<file path="src/rtl/s2d_pkg.sv">
// s2d_pkg: shared state type and elaboration helpers for sparse2dense_gen
package s2d_pkg;
    typedef enum logic [2:0] {IDLE, CLEAR, SP_REQ, SP_WAIT, DN_REQ, DN_WAIT, DN_WR, FIN} state_t;
    function automatic int clog2(input int v);
        int r = 0;
        while ((1 << r) < v) r++;
        return r;
    endfunction
    function automatic int ceil_div(input int a, input int b);
        return (a + b - 1) / b;
    endfunction
endpackage

</file>
<file path="src/rtl/s2d_mask_dec.sv">
// s2d_mask_dec: registered one-hot bit mask, offset 0 selects the MSB
module s2d_mask_dec #(
    parameter int WORD_W = 64,
    parameter int OFF_W  = 6
) (
    input  logic              clk,
    input  logic              rst_b,
    input  logic [OFF_W-1:0]  off,
    output logic [WORD_W-1:0] mask
);
    // WORD_W is a power of two, so WORD_W-1-off is simply ~off
    always_ff @(posedge clk) begin
        if (!rst_b) mask <= '0;
        else mask <= WORD_W'(1) << ~off;
    end
endmodule

</file>
<file path="src/rtl/sparse2dense_gen.sv">
// sparse2dense_gen: scatters WEIGHT sparse bit indices into a dense word-addressed RAM image
module sparse2dense_gen
    import s2d_pkg::*;
#(
    parameter int R         = 10163,
    parameter int WEIGHT    = 71,
    parameter int IDX_W     = 14,
    parameter int WORD_W    = 64,
    parameter int ADDR_W    = 8,
    parameter int SP_ADDR_W = 7,
    parameter int RD_LAT    = 2,
    parameter int CLEAR_EN  = 1,
    parameter int ACC_OR    = 0
) (
    input  logic                 clk,
    input  logic                 rst_b,
    input  logic                 start,
    output logic                 busy,
    output logic                 done,
    output logic                 err,
    output logic [SP_ADDR_W-1:0] sp_addr,
    input  logic [IDX_W-1:0]     sp_din,
    output logic [ADDR_W-1:0]    dn_addr,
    output logic                 dn_we,
    output logic [WORD_W-1:0]    dn_dout,
    input  logic [WORD_W-1:0]    dn_din
);
    localparam int WORDS      = ceil_div(R, WORD_W);
    localparam int OFF_W      = clog2(WORD_W);
    localparam int WORD_IDX_W = IDX_W - OFF_W;

    state_t                state;
    logic [1:0]            lat;
    logic [OFF_W-1:0]      off;
    logic [WORD_W-1:0]     mask;
    logic [WORD_IDX_W-1:0] word;
    logic                  lat_end, last_k, clr_end;

    assign word    = sp_din[IDX_W-1:OFF_W];
    assign lat_end = lat == 2'(RD_LAT - 1);
    // sp_addr doubles as the entry counter; it only moves on entry to SP_REQ
    assign last_k  = sp_addr == SP_ADDR_W'(WEIGHT - 1);
    assign clr_end = dn_addr == ADDR_W'(WORDS - 1);

    s2d_mask_dec #(.WORD_W(WORD_W), .OFF_W(OFF_W)) u_mask (
        .clk   (clk),
        .rst_b (rst_b),
        .off   (off),
        .mask  (mask)
    );

    always_ff @(posedge clk) begin
        if (!rst_b) begin
            state   <= IDLE;
            lat     <= '0;
            off     <= '0;
            busy    <= 1'b0;
            done    <= 1'b0;
            err     <= 1'b0;
            sp_addr <= '0;
            dn_addr <= '0;
            dn_we   <= 1'b0;
            dn_dout <= '0;
        end else begin
            case (state)
                IDLE: if (start) begin
                    busy <= 1'b1;
                    err  <= 1'b0;
                    if (CLEAR_EN != 0) begin
                        state   <= CLEAR;
                        dn_addr <= '0;
                        dn_dout <= '0;
                        dn_we   <= 1'b1;
                    end else begin
                        state   <= SP_REQ;
                        sp_addr <= '0;
                    end
                end
                CLEAR: if (clr_end) begin
                    state   <= SP_REQ;
                    sp_addr <= '0;
                    dn_we   <= 1'b0;
                end else dn_addr <= dn_addr + ADDR_W'(1);
                SP_REQ: begin
                    state <= SP_WAIT;
                    lat   <= '0;
                end
                SP_WAIT: if (!lat_end) lat <= lat + 2'd1;
                else if (int'(sp_din) >= R) begin
                    err <= 1'b1;
                    if (last_k) begin
                        state <= FIN;
                        busy  <= 1'b0;
                        done  <= 1'b1;
                    end else begin
                        state   <= SP_REQ;
                        sp_addr <= sp_addr + SP_ADDR_W'(1);
                    end
                end else begin
                    state   <= DN_REQ;
                    dn_addr <= ADDR_W'(word);
                    off     <= sp_din[OFF_W-1:0];
                end
                DN_REQ: begin
                    state <= DN_WAIT;
                    lat   <= '0;
                end
                DN_WAIT: if (!lat_end) lat <= lat + 2'd1;
                else begin
                    state   <= DN_WR;
                    dn_we   <= 1'b1;
                    dn_dout <= ACC_OR != 0 ? dn_din | mask : dn_din ^ mask;
                end
                DN_WR: begin
                    dn_we <= 1'b0;
                    if (last_k) begin
                        state <= FIN;
                        busy  <= 1'b0;
                        done  <= 1'b1;
                    end else begin
                        state   <= SP_REQ;
                        sp_addr <= sp_addr + SP_ADDR_W'(1);
                    end
                end
                FIN: begin
                    state <= IDLE;
                    done  <= 1'b0;
                end
                default: state <= IDLE;
            endcase
        end
    end
endmodule

</file>
<file path="config.mk">
export PLATFORM = sky130hd
export DESIGN_NAME = sparse2dense_gen
export DESIGN_NICKNAME = d
export VERILOG_FILES = /design/src/rtl/s2d_pkg.sv /design/src/rtl/s2d_mask_dec.sv /design/src/rtl/sparse2dense_gen.sv
export SDC_FILE = /design/constraint.sdc
export NUM_CORES = 1
export LEC_CHECK = 0
export BUFFER_PORTS_ARGS = -buffer_cell sky130_fd_sc_hd__buf_2
export CAP_MARGIN = 25
export CELL_PAD_IN_SITES_DETAIL_PLACEMENT = 1
export CELL_PAD_IN_SITES_GLOBAL_PLACEMENT = 2
export CORE_MARGIN = 10
export CORE_UTILIZATION = 33
export CTS_BUF_LIST = sky130_fd_sc_hd__clkbuf_16
export DETAILED_ROUTE_END_ITERATION = 7
export GPL_TIMING_DRIVEN = 1
export HOLD_SLACK_MARGIN = 0.03
export PLACE_DENSITY = 0.93
export SLEW_MARGIN = 40
export SYNTH_ARGS = -nofsm -noshare
export SYNTH_HDL_FRONTEND = slang
export SYNTH_SLANG_ARGS = --single-unit
</file>
<file path="constraint.sdc">
create_clock -name clk -period 4.1 [get_ports clk]
set_input_delay 0.82 -clock clk [delete_from_list [all_inputs] [get_ports clk]]
set_output_delay 0.82 -clock clk [all_outputs]
set_load 0.01 [all_outputs]
</file>
# Word-level counts from Yosys, hierarchy flattened
# Cells that the tools add are included.
# W data, S select, Z words.
classes:
  n_addsub: 3
  multipliers: 0
  div: 0
  magnitude_cmp: 1
  eq_ne: 18
  shift: 1
  mux: 38
  bitwise: 3
  n_reduce_logical: 21
ops:
  columns: ["cell", "count"]
  rows:
  - ["$mux W64", 2]
  - ["$pmux W64 S2", 1]
  - ["$shl A1 B6 Y64 const A", 1]
  - ["$xor A64 B64 Y64", 1]
  - ["$mux W8", 4]
  - ["$mux W7", 4]
  - ["$pmux W3 S8", 1]
  - ["$pmux W8 S3", 1]
  - ["$pmux W7 S3", 1]
  - ["$reduce_and A4 Y1", 5]
  - ["$mux W3", 6]
  - ["$ne A2 B2 Y1 const B", 8]
  - ["$ge A14 B14 Y1 const B", 1]
  - ["$eq A3 B3 Y1 const B", 4]
  - ["$mux W1", 12]
  - ["$reduce_bool A3 Y1", 4]
  - ["$reduce_and A3 Y1", 3]
  - ["$add A8 B1 Y8 const B", 1]
  - ["$eq A8 B8 Y1 const B", 1]
  - ["$add A7 B1 Y7 const B", 1]
  - ["$eq A7 B7 Y1 const B", 1]
  - ["$eq A3 B2 Y1 const B", 2]
  - ["$not A6 Y6", 1]
  - ["$pmux W1 S3", 2]
  - ["other kinds (14)", 17]
totals:
  ff_bits: 158
  latch_bits: 0
  ramBits: 0
  mem_bits_ro: 0
  in_bits: 81
  wordCells: 96
  n_memories: 0

# Longest topological paths before layout
logic_depth:
  ltp_word: 5
  mapped_depth: 9
  mapped_depth_nobuf: 7

# Modules after synthesis
# A second synthesis with hierarchy kept.
unflattened:
  hier_cells: 739
  hier_area_um2: 6411.1
modules_own_cells:
  columns: ["module", "n_inst", "cells_per_inst", "area_each_um2", "seq_area_each_um2"]
  rows:
  - ["sparse2dense_gen", 1, 578, 4640.7, 1881.8]
  - ["s2d_mask_dec", 1, 161, 1770.4, 1281.2]

# Worst setup path before layout
# OpenSTA, ideal clock, no wires.
synth_path:
  path_kind: "input-to-reg"
  startpoint: "in sp_din[1]"
  endpoint: "reg dn_addr[2]"
  setup_ps: 87
  t_arrival_ps: 2198
  required_time_ps: 4013
  setup_slack_ps: 1815
  path_stages: 5
  n_path_buf: 0
  cell_sequence: "a211o_1 -> a31o_1 -> a211oi_4 -> a21oi_4 -> o31ai_1"
synth_between:
  elab_chain_len: 3
synth_lines:
  columns: ["element", "line", "source"]
  rows:
  - ["start, declared", "sparse2dense_gen.sv:22", "input logic [IDX_W-1:0] sp_din,"]
  - ["$ge A14 B14 Y1", "sparse2dense_gen.sv:89", "else if (int'(sp_din) >= R) begin"]
  - ["$ne A2 B2 Y1 (no line)", null, null]
  - ["$reduce_and A5 Y1 (no line)", null, null]
  - ["end signal, assigned", "sparse2dense_gen.sv:83", "end else dn_addr <= dn_addr + ADDR_W'(1);"]
  - ["end signal, assigned", "sparse2dense_gen.sv:101", "dn_addr <= ADDR_W'(word);"]
  - ["end, declared", "sparse2dense_gen.sv:23", "output logic [ADDR_W-1:0] dn_addr,"]
# No other way between the ends.
# A chain may end at the register's enable or synchronous reset.

# Worst setup path in the final report
layout_path:
  startpoint: "reg state[0]"
  endpoint: "reg dn_addr[2]"
layout_between:
  elab_chain_len: 3
layout_lines:
  columns: ["element", "line", "source"]
  rows:
  - ["start, declared", "sparse2dense_gen.sv:32", "state_t state;"]
  - ["start signal, assigned", "sparse2dense_gen.sv:54", "state <= IDLE;"]
  - ["start signal, assigned", "sparse2dense_gen.sv:70", "state <= CLEAR;"]
  - ["start signal, assigned", "sparse2dense_gen.sv:75", "state <= SP_REQ;"]
  - ["$eq A3 B2 Y1, or another cell as far along", "sparse2dense_gen.sv:65", "case (state)"]
  - ["$ne A2 B2 Y1 (no line) / $reduce_bool A3 Y1 (equally long branches)", null, null]
  - ["$reduce_and A5 Y1 (no line)", null, null]
# Several ways; a longest one is shown, not always the timed one.

==> flow_summary.ini <==
[critical_path]
cp_data_arrival_time_ns = 3.01
path_cells = nor2b_1 -> nand3_1 -> a211oi_4 -> a21oi_4 -> o31ai_1
cpPeakStageDelay_ns = 0.80
slowest_stage = dfxtp_1
path_buf_inv = 0
path_max_fanout = 20
cp_top_family = compound AO/OA/AOI/OAI gates
start_kind = flip-flop
worstSetupEndpointType = flip-flop
path_class = flip-flop to flip-flop
critPathRequiredTime_ns = 4.44

[clocking]
cts_buffers = 17
clock-sinks = 158
cts.clk_slew.worst_paths_ns = 0.07
hold_buffers = 0
cts_tree = yes
cts-root-buf = clkbuf_16
clockBufferDepth = 2
cts-resized-gates = 0
cts_max_level = 4
postCtsSetupRepairBufs = 0
insertion_delay_ns = 0.44

[floorplanning]
die_w_um = 159
die_y_um = 159
dieArea_um2 = 25200
core_um2 = 18800
placementRows = 50
start_util_pct = 33.8
ios = 164

[global_routing]
grt_pass1_vias = 5880
antenna_found_initial = 0
grt_max_degree = 62
grt_usage_pct = 16.1
gr-total-overflow = 0
grt_pass1_wl_um = 32800

[synthesis]
synth.yosys.seq_area_share_pct = 49.7
synth-seq-cells = 158
async_flop_share_pct = 0
avgSynthCellArea_um2 = 8.75
synthCells = 727
synth_area_um2 = 6360
yosysTopAreaCell = dfxtp_1
netlist.area_leader.share_pct = 49.7
yosysWarningCount = 0
synthTopCellsByArea = dfxtp_1 50%, xnor2_1 8.9%, nor2_1 8.6%
synth.most_common_cell = dfxtp_1
syn-num-nets = 813
synth_common_cells = 158 x dfxtp_1, 146 x nor2_1, 72 x a21oi_1
ys_types = 55
synth_edf_count = 0
dominantRegCellSynth = dfxtp_1

[sta]
grt_setup_unrepaired = no
fmax_mhz = 374
fin_crit_sh_pct = 65.1
fin_setup_tns_ns = 0
drv_slew = 0
skew_ns = 0.0103
finalCriticalPeriod_ns = 2.67
finalHoldViolCount = 0
tightest_slew_ns = 0.813
setup_viol = 0
slew_headroom_pct = 45.2

[status]
status = finished clean

[routing]
ant_nets = 0
initialDrtViolationCount = 400
wl_per_cell_um = 17.9
drc = 0
routed_via_density = 4.87
route.vias.total = 5582
firstDrtPassIters = 4
wl_um = 20500

[placement]
place_congestion = 0.783
io_buffers = 163
hpwlAfterDp_um = 15100

[power_and_ir_drop]
p_leak_nw = 3.16
p_per_area_nw_per_um2 = 407
peakVddDrop_v = 0.000291
power_mw = 3.26

[run]
max_cap_viol_count = 0

[worst_hold_path]
min_path_type = flip-flop to flip-flop

[cells_and_area]
area_delta_synth_final_pct = 25.7
final_core_util_pct = 42.5
nets = 958
drive_gt1_share_pct = 23.8
-- flip-flops by register name, summed over array words and instances, names as in the netlist --
register / cells
dn_we: 1
sp_addr: 7
busy: 1
err: 1
dn_addr: 8
u_mask.mask: 64
done: 1
state: 3
dn_dout: 64
off: 6
lat: 2
-- placed cells by master, fill, tap and decap left out, types with 3 or more instances in the layout --
| cell type | netlist | layout |
|---|---|---|
| a31oi_1 | 13 | 13 |
| clkbuf_16 | 0 | 17 |
| nand3_1 | 15 | 14 |
| dfxtp_1 | 158 | 158 |
| and3_1 | 10 | 10 |
| mux2i_1 | 12 | 12 |
| nand2b_1 | 8 | 8 |
| nand3b_1 | 3 | 3 |
| nor3b_1 | 3 | 3 |
| buf_2 | 1 | 163 |
| o31ai_1 | 6 | 6 |
| xor2_1 | 3 | 3 |
| inv_6 | 0 | 5 |
| nor2_1 | 146 | 146 |
| buf_4 | 2 | 5 |
| a22oi_1 | 3 | 3 |
| inv_1 | 4 | 4 |
| nand2_1 | 29 | 29 |
| o311ai_1 | 3 | 3 |
| nor2b_1 | 8 | 8 |
| ha_1 | 5 | 5 |
| xnor2_1 | 65 | 65 |
| inv_8 | 0 | 4 |
| o21a_1 | 4 | 4 |
| a21oi_1 | 72 | 72 |
| a21o_1 | 3 | 3 |
| nor3_1 | 68 | 68 |
| o21ai_0 | 8 | 8 |
-- layer usage --
metal,global-route usage [%],part of all wire [%]
met1,20.0,44
met2,26.2,48
met3,4.18,5.8
met4,6.36,1.8
met5,0,0
-- worst paths after layout --
path	from	endpoint	slack (ns)	cells past startpoint
worst max-delay path	state[0]	dn_addr[2]	1.43	5
worst min-delay path	err	err	0.47	1
worst max register to register	state[0]	dn_addr[2]	1.43	5
worst min register to register	err	err	0.47	1
-- through the flow --
step,cell area [µm²],setup slack (ns),cells,hold slack (ns)
after detailed placement,7420,1.43,1113,0.455
after CTS,8000,1.39,1145,0.474
final,8000,1.43,1147,0.468
after global routing,8000,1.19,1145,0.506
after global placement,7380,1.41,1112,0.450
after floorplan,6360,1.82,727,0.454
-- cell families after synthesis --
family / synth area share, %
compound gates: 12.9
xor+xnor: 9.36
fa+ha+maj: 0.983
buf+inv: 3.70
flops: 49.7
mux: 1.89
simple gates: 21.5
-- final cells by class --
cell class	count	area (µm²)
clock inverter	15	150
clock buffer	17	425
timing repair buffer	171	921
antenna	2	5.00
fill	2280	10800
multi-input combinational	518	2990
tap	260	325
inverter	6	22.5
sequential	158	3160
-- power breakdown --
group	internal [mW]	leakage (nW)	switching [mW]
combinational	0.0756	1.60	0.104
sequential	1.54	1.27	0.00736
clock	0.809	0.278	0.725
total	2.42	3.16	0.837
(Power assumes the default switching activity.)
